[src/rtl/alu_exec_unit_if.sv]
// alu_exec_unit_if: request/response handshake bundle for alu_exec_unit.
interface alu_exec_unit_if;
    logic       in_valid;
    logic       in_ready;
    logic [7:0] a;
    logic [7:0] b;
    logic [3:0] alu_sel;
    logic       out_valid;
    logic       out_ready;
    logic [7:0] alu_result;
    logic       carryout;
    logic       busy;

    modport master (
        output in_valid, a, b, alu_sel, out_ready,
        input  in_ready, out_valid, alu_result, carryout, busy
    );

    modport slave (
        input  in_valid, a, b, alu_sel, out_ready,
        output in_ready, out_valid, alu_result, carryout, busy
    );
endinterface

[src/rtl/alu_exec_unit.sv]
// alu_exec_unit: 8-bit ALU with valid/ready handshake, 8-cycle shift-add multiplier.
// Define ALU_DIV_EN to add an 8-cycle restoring divider for opcode 3.
module alu_exec_unit (
    input logic           clk,
    input logic           rst,
    alu_exec_unit_if.slave bus
);
    typedef enum logic [1:0] {IDLE, BUSY, DONE} state_t;

    state_t      state, state_n;
    logic [2:0]  cnt, cnt_n;
    logic [7:0]  op_a, op_a_n, op_b, op_b_n, res, res_n;
    logic [15:0] p, p_n;
    logic        cy, cy_n;
    logic        accept, multi;
    logic [8:0]  single, fin;
    logic [15:0] mul_step, step;

    assign bus.in_ready   = state == IDLE || (state == DONE && bus.out_ready);
    assign bus.out_valid  = state == DONE;
    assign bus.busy       = state == BUSY;
    assign bus.alu_result = res;
    assign bus.carryout   = cy;
    assign accept         = bus.in_valid && bus.in_ready;

    // One partial product per cycle: p accumulates a << cnt when b[cnt] is set
    assign mul_step = p + (op_b[cnt] ? ({8'h00, op_a} << cnt) : 16'h0000);

`ifdef ALU_DIV_EN
    logic       is_div, is_div_n, ge;
    logic [8:0] rem_sh;
    logic [15:0] div_step;
    // p holds {remainder, dividend/quotient}; quotient bits shift in from the right
    assign rem_sh   = {p[15:8], p[7]};
    assign ge       = rem_sh >= {1'b0, op_b};
    assign div_step = {ge ? rem_sh[7:0] - op_b : rem_sh[7:0], p[6:0], ge};
    assign step     = is_div ? div_step : mul_step;
    assign fin      = is_div ? {1'b0, step[7:0]} : {|step[15:8], step[7:0]};
    assign multi    = bus.alu_sel == 4'h2 || (bus.alu_sel == 4'h3 && bus.b != 8'h00);
`else
    assign step  = mul_step;
    assign fin   = {|step[15:8], step[7:0]};
    assign multi = bus.alu_sel == 4'h2;
`endif

    always_comb begin
        single = 9'h000;
        case (bus.alu_sel)
            4'h0: single = {1'b0, bus.a} + {1'b0, bus.b};
            4'h1: single = {1'b0, bus.a} - {1'b0, bus.b};
`ifdef ALU_DIV_EN
            4'h3: single = bus.b == 8'h00 ? 9'h1FF : 9'h000;
`endif
            4'h4: single = {bus.a[7], bus.a[6:0], 1'b0};
            4'h5: single = {bus.a[0], 1'b0, bus.a[7:1]};
            4'h6: single = {1'b0, bus.a[6:0], bus.a[7]};
            4'h7: single = {1'b0, bus.a[0], bus.a[7:1]};
            4'h8: single = {1'b0, bus.a & bus.b};
            4'h9: single = {1'b0, bus.a | bus.b};
            4'hA: single = {1'b0, bus.a ^ bus.b};
            4'hB: single = {1'b0, ~(bus.a | bus.b)};
            4'hC: single = {1'b0, ~(bus.a & bus.b)};
            4'hD: single = {1'b0, ~(bus.a ^ bus.b)};
            4'hE: single = {8'h00, bus.a > bus.b};
            4'hF: single = {8'h00, bus.a == bus.b};
            default: single = 9'h000;
        endcase
    end

    always_comb begin
        state_n = state;
        cnt_n   = cnt;
        op_a_n  = op_a;
        op_b_n  = op_b;
        p_n     = p;
        res_n   = res;
        cy_n    = cy;
`ifdef ALU_DIV_EN
        is_div_n = is_div;
`endif
        case (state)
            IDLE, DONE: begin
                if (accept) begin
                    op_a_n = bus.a;
                    op_b_n = bus.b;
                    if (multi) begin
                        state_n = BUSY;
                        cnt_n   = 3'd0;
                        p_n     = 16'h0000;
`ifdef ALU_DIV_EN
                        is_div_n = bus.alu_sel == 4'h3;
                        p_n      = bus.alu_sel == 4'h3 ? {8'h00, bus.a} : 16'h0000;
`endif
                    end else begin
                        state_n       = DONE;
                        {cy_n, res_n} = single;
                    end
                end else if (state == DONE && bus.out_ready) begin
                    state_n = IDLE;
                end
            end
            BUSY: begin
                p_n   = step;
                cnt_n = cnt + 3'd1;
                if (cnt == 3'd7) begin
                    state_n       = DONE;
                    {cy_n, res_n} = fin;
                end
            end
            default: state_n = IDLE;
        endcase
    end

    always_ff @(posedge clk or posedge rst) begin
        if (rst) begin
            state <= IDLE;
            cnt   <= 3'd0;
            op_a  <= 8'h00;
            op_b  <= 8'h00;
            p     <= 16'h0000;
            res   <= 8'h00;
            cy    <= 1'b0;
`ifdef ALU_DIV_EN
            is_div <= 1'b0;
`endif
        end else begin
            state <= state_n;
            cnt   <= cnt_n;
            op_a  <= op_a_n;
            op_b  <= op_b_n;
            p     <= p_n;
            res   <= res_n;
            cy    <= cy_n;
`ifdef ALU_DIV_EN
            is_div <= is_div_n;
`endif
        end
    end
endmodule

[src/flat_wrapper.sv]
// flat-port wrapper written by rule: the top's interface ports become plain ports
module alu_exec_unit_flat 
  (clk, rst, bus_in_valid, bus_a, bus_b, bus_alu_sel, bus_out_ready, bus_in_ready, bus_out_valid, bus_alu_result, bus_carryout, bus_busy);
  alu_exec_unit_if bus_i ();
  input logic clk;
  input logic rst;
  input wire logic [$bits(bus_i.in_valid)-1:0] bus_in_valid;
  input wire logic [$bits(bus_i.a)-1:0] bus_a;
  input wire logic [$bits(bus_i.b)-1:0] bus_b;
  input wire logic [$bits(bus_i.alu_sel)-1:0] bus_alu_sel;
  input wire logic [$bits(bus_i.out_ready)-1:0] bus_out_ready;
  output wire logic [$bits(bus_i.in_ready)-1:0] bus_in_ready;
  output wire logic [$bits(bus_i.out_valid)-1:0] bus_out_valid;
  output wire logic [$bits(bus_i.alu_result)-1:0] bus_alu_result;
  output wire logic [$bits(bus_i.carryout)-1:0] bus_carryout;
  output wire logic [$bits(bus_i.busy)-1:0] bus_busy;
  assign bus_i.in_valid = bus_in_valid;
  assign bus_i.a = bus_a;
  assign bus_i.b = bus_b;
  assign bus_i.alu_sel = bus_alu_sel;
  assign bus_i.out_ready = bus_out_ready;
  assign bus_in_ready = bus_i.in_ready;
  assign bus_out_valid = bus_i.out_valid;
  assign bus_alu_result = bus_i.alu_result;
  assign bus_carryout = bus_i.carryout;
  assign bus_busy = bus_i.busy;
  alu_exec_unit u_core (.clk(clk), .rst(rst), .bus(bus_i));
endmodule
[config.mk]
export PLATFORM = sky130hd
export DESIGN_NAME = alu_exec_unit_flat
export DESIGN_NICKNAME = d
export VERILOG_FILES = /design/src/rtl/alu_exec_unit_if.sv /design/src/rtl/alu_exec_unit.sv /design/src/flat_wrapper.sv
export SDC_FILE = /design/constraint.sdc
export NUM_CORES = 1
export LEC_CHECK = 0
export BUFFER_PORTS_ARGS = -buffer_cell sky130_fd_sc_hd__buf_2
export CAP_MARGIN = 20
export CORE_MARGIN = 2
export CORE_UTILIZATION = 35
export DETAILED_ROUTE_END_ITERATION = 8
export GPL_ROUTABILITY_DRIVEN = 1
export SLEW_MARGIN = 20
export SYNTH_ARGS = -nofsm -noshare
export SYNTH_HDL_FRONTEND = slang
export SYNTH_SLANG_ARGS = --single-unit
[constraint.sdc]
create_clock -name clk -period 4.63 [get_ports clk]
set_input_delay 0.6945 -clock clk [delete_from_list [all_inputs] [get_ports clk]]
set_output_delay 0.6945 -clock clk [all_outputs]
set_load 0.02 [all_outputs]
[Yosys cells after proc, flatten, opt, wreduce, memory -nomap -nowiden]
Index checks and enable logic that the tools add are counted.
Widths: inputs -> output; s select.
Cells by class
  add/subtract/negate cells: 4
  order comparisons: 2
  eq/ne operators: 23
  shifts and indexed selects: 1
  multiplexer cells: 23
  bitwise gates (word level): 6
  reductions and logical operators: 12
Operators by type and width (number)
  $pmux 9 s14: 1
  $mux 16: 3
  $eq 4x4->1 const B: 8
  $pmux 16 s2: 1
  $mux 8: 3
  $not 8->8: 3
  $add 16x16->16: 1
  $eq 4x3->1 const B: 4
  $pmux 8 s2: 1
  $shl 8x3->16: 1
  $add 8x8->9: 1
  $sub 8x8->9: 1
  $and 8x8->8: 1
  $eq 8x8->1: 1
  $gt 8x8->1: 1
  $mux 2: 4
  $or 8x8->8: 1
  $reduce_or 8->1: 1
  $xor 8x8->8: 1
  $mux 3: 2
  $ne 2x1->1 const B: 3
  $pmux 3 s2: 1
  $eq 4x1->1 const B: 1
  $eq 4x2->1 const B: 1
  other kinds (20): 25
Storage, ports and cells
  bits in registers: 46
  output and inout bits: 12
  logic and storage cells: 78

[Depth between registers and ports, before layout]
  depth in word-level cells: 7
  mapped depth: 16
  mapped depth without buffers: 14

[Worst setup path before layout]
OpenSTA, ideal clock, no wires.
  path kind: reg2reg
  start: register u_core.cnt[0]
  end: register u_core.cy, in the netlist u_core.bus.carryout
  setup time: 131 ps
  arrival time: 3467 ps
  data required time: 4499 ps
  setup slack: 1031 ps
  stages on the path, launching flop included: 15
  period minus slack after synthesis: 3599 ps
  cell sequence: dfrtp_1 clkbuf_1 mux4_2 nand2_1 and2_1 clkbuf_1 nor2_1 ha_1 o21a_1 o21ai_0 o21ba_2 xnor2_1 or3_1 nor4b_2 a31oi_1
Between the ends
  longest elaborated chain between the ends: 7
RTL lines
  from (decl): RTL line alu_exec_unit.sv:11  | logic [2:0] cnt, cnt_n;
  from (signal assigned): RTL line alu_exec_unit.sv:128  | cnt <= cnt_n;
  $bmux 1 s3: RTL line alu_exec_unit.sv:27  | assign mul_step = p + (op_b[cnt] ? ({8'h00, op_a} << cnt) : 16'h0000);
  $mux 1 (not written as such): RTL line alu_exec_unit.sv:27
  $mux 16: RTL line alu_exec_unit.sv:27
  $add 16x16->16: RTL line alu_exec_unit.sv:27
  $reduce_or 8->1: RTL line alu_exec_unit.sv:42  | assign fin = {|step[15:8], step[7:0]};
  $mux 1: RTL line alu_exec_unit.sv:105  | if (cnt == 3'd7) begin
  $pmux 1 s2: RTL line alu_exec_unit.sv:81  | case (state)
  to (signal assigned): RTL line alu_exec_unit.sv:133  | cy <= cy_n;
  to (decl): RTL line alu_exec_unit.sv:14  | logic cy, cy_n;
Parallel ways exist; a longest one is shown, timed or not. The select of a mux whose other input is x is not followed.
A chain may end at the register's enable or synchronous reset.

[Worst setup path in the final report]
Ends and elaborated chain as after synthesis.

==> impl_results.md <==
* Maximum achievable frequency at about 250 MHz
* Die Height at about 120 um
* Number of vias per cell at 5.86
* Buffer depth of the longest clock path at 2
* CTS root buf: clkbuf_16
* DR pass1 iterations at 5
* Unrepaired setup endpoints after global routing: false
* Final setup vio count at 0
* Final worst path period share at between 80 and 90%
* Max-Slew Margin vs Limit at between 30 and 40%
* Via count of the routed design at ~4400
* Die width at approximately 120 um
* Initial Utilization at between 30% and 40%
* Top cells by instance count after synthesis: nand2_1 (53), dfrtp_1 (46), nor2_1 (46), ha_1 (41), a21oi_1 (36)
* Number of hold-repair buffers added at the cts stage at 0
* Total power per unit cell area at ~400 nW/um^2
* Routed Antenna Nets at 0
* Clock latency at the later pin of the worst-skew pair at 0.30 ns
* Number of antenna violations at the first check in global routing at 0
* Hpwl dp at 10100 um
* Post-placement setup slack at 0.745 ns
* Die Area at 14200 um^2
* Hold slack at about 0.48 ns
* Static power due to leakage at about 2.3 nW
* Setup Total Neg Slack at 0 ns
* Number of nets in the finished design at approximately 640
* Final Non-Filler Cells at 744
* Top-Level Pins at 36
* Net switching power at around 0.87 mW
* Fin. Hold Viols at 0
* Number of max-capacitance violations reported at 0
* Async set-or-reset flop fraction in the synthesized netlist at 100%
* Final worst path period need at around 3.9 ns
* Data required time at the worst endpoint at between 4 and 5 ns
* Worst Path Arrival at about 4.1 ns
* Sequential cell area fraction in the yosys report at about 25%
* Biggest area contributors in the synthesized netlist: dfrtp_1 (25%), ha_1 (11%), mux2_2 (5.1%)
* Kind of start point of the critical path: register
* Total of cells resized after clock tree synthesis at 0
* Row count at 42
* Starting DRT DRC Count at roughly 450
* Maximum number of pins on one net before global-route repair at between 40 and 50
* Post-synth design cell area at between 4000 and 5000 um^2
* Critical path type: register to register
* Mean cell area of the mapped netlist at ~8.4 um^2
* Crit path capture type: register
* Path class of the lowest-slack min-delay path: register to register
* Final count of pins violating max slew at 0
* Share of power burned in combinational logic at between 50% and 60%
* Number of distinct library cells after synthesis at 70
* Sink count of the clock tree at 46
* Core Box Area at 13100 um^2
* Clock Power Share at a little under a fifth
* Remaining Overflow, GRT at 0
* Switching fraction of total power at around 43%
* Via count of the first global-routing pass at between 4000 and 5000
* Cell internal pwr at 1.15 mW
* Post-Place Cells at approximately 740
* Final GP Congestion at about 0.95
* Clock tree from TritonCTS: done
* Final total power at roughly 2 mW
* Number of clock buffers inserted by TritonCTS at 5
* Share of cells above drive strength 1 at about 15%
* Cell count after synthesis at around 550
* # DRC at 0
* Routed wire length at ~13000 um
* Syn Nets at 622
* Number of port buffers at 35
* Largest fanout on the critical path at 19
* Most instantiated library cell after synthesis: nand2_1
* Post-synth top area cell: dfrtp_1
* Flip-flop and latch count after synthesis at 46
* Diodes inserted at 0
* Area share of the largest cell type after synthesis at roughly a quarter
* Average wire per cell in the routed design at about 18 um
* Final Worst Setup Slack at around 0.7 ns
* Worst-path clk slew at approximately 0.070 ns
* YS warnings at 0
* Dominant register cell in the synthesized netlist: dfrtp_1
* Run status: complete, no violations
* Number of buffers added for setup after CTS at 0
* Layout-stage area growth over the synthesis result at 8.42%
* Largest clock skew in the final design at approximately 0.0087 ns
* Total track usage at around a fifth
* IR drop worst, VDD at ~0.19 mV
* # H-tree levels at 2
* Sequential cell fraction of total power at a little under a third
* Wire length of the first global-routing pass at 21500 um
* Transition time at the pin with the least slew margin at a little over 0.9 ns
* Count of flip-flops with a built-in enable after synthesis at 0
==> power groups by stage <==
stage	registers (mW)	clock network (mW)	logic, mW
6_report	0.614	0.366	1.04
5_1_grt	0.633	0.393	1.16
4_1_cts	0.613	0.375	1.03
3_5_place_dp	0.620	0	1.02
3_3_place_gp	0.618	0	1.01
2_1_floorplan	0.584	0	0.828
==> per-layer routing <==
| layer | global-route usage [%] | share of wire (%) |
|---|---|---|
| met5 | 0 | 0 |
| met2 | 29.1 | 45 |
| met1 | 27.0 | 46 |
| met3 | 3.11 | 6.7 |
| met4 | 7.22 | 2.9 |
==> per-stage QoR <==
stage | instance area, um^2 | utilization, %
2_1_floorplan | 4650 | -
3_3_place_gp | 4890 | 37.4
3_5_place_dp | 4890 | 37.4
4_1_cts | 5040 | 38.5
5_1_grt | 5040 | 38.5
6_report | 5040 | 38.5
==> worst max-delay path: stages, from the launching register on <==
cell and delay (ns):
dfrtp_1 0.70, mux4_2 0.57, nand2_1 0.16, nor2_1 0.08
ha_1 0.23, fa_1 0.47, a211o_1 0.32, a21oi_1 0.25
o21ba_2 0.19, xnor2_1 0.08, or3_1 0.40, nor4b_2 0.25
a31oi_1 0.10
==> kinds of logic (layout without fill, tap and decap cells) <==
kind of cell / count (synthesis) / in the layout / share of synthesized area (%)
AND/OR/NAND/NOR: 165 / 165 / 17.2
AO/OA/AOI/OAI: 182 / 182 / 27.6
buffers and inverters: 66 / 80 / 6.49
adder cells (fa/ha/maj): 44 / 44 / 12.3
multiplexers: 33 / 33 / 8.21
flip-flops: 46 / 46 / 24.8
XOR/XNOR: 18 / 18 / 3.39
==> cell type report <==
cell class	count	area, um^2
multi-input cells	442	3200
clock buffers	5	125
repair buffers	38	198
inverters	34	129
flip-flops and latches	46	1150
fillers	1337	8040
clock inverters	3	21.3
well taps	176	220
==> cell usage in the layout, fill, tap and decap left out, drive strengths merged, types with 7 or more instances in the layout <==
cell type	netlist	final
a21o	15	15
a21oi	36	36
a221oi	9	9
a22o	10	10
a31oi	10	10
and3	9	9
buf	16	38
dfrtp	46	46
ha	41	41
inv	34	33
mux2	21	21
mux2i	10	10
nand2	53	53
nand3	8	8
nor2	46	46
nor2b	9	9
nor3	13	13
o21ai	34	34
xnor2	11	11
xor2	7	7
==> sequential cells by signal, summed over array words and instances, names as in the netlist <==
register	cells
u_core.p	16
u_core.bus.alu_result	8
u_core.op_a	8
u_core.op_b	8
u_core.cnt	3
u_core.state	2
u_core.bus.carryout	1
==> worst paths after layout <==
path,from,to,slack [ns],cells after the start
max in group asynchronous,rst,u_core.p[5]$_DFFE_PP0P_,3.58,2
worst max-delay path,u_core.cnt[0]$_DFFE_PP0P_,u_core.bus.carryout$_DFFE_PP0P_,0.71,12
worst max register to register,u_core.cnt[0]$_DFFE_PP0P_,u_core.bus.carryout$_DFFE_PP0P_,0.71,12
worst min register to register,u_core.bus.alu_result[4]$_DFFE_PP0P_,u_core.bus.alu_result[4]$_DFFE_PP0P_,0.48,2
min in group asynchronous,rst,u_core.op_b[2]$_DFFE_PP0P_,0.54,2
worst min-delay path,u_core.bus.alu_result[4]$_DFFE_PP0P_,u_core.bus.alu_result[4]$_DFFE_PP0P_,0.48,2
No activity file was read; power rests on OpenSTA's default activity.
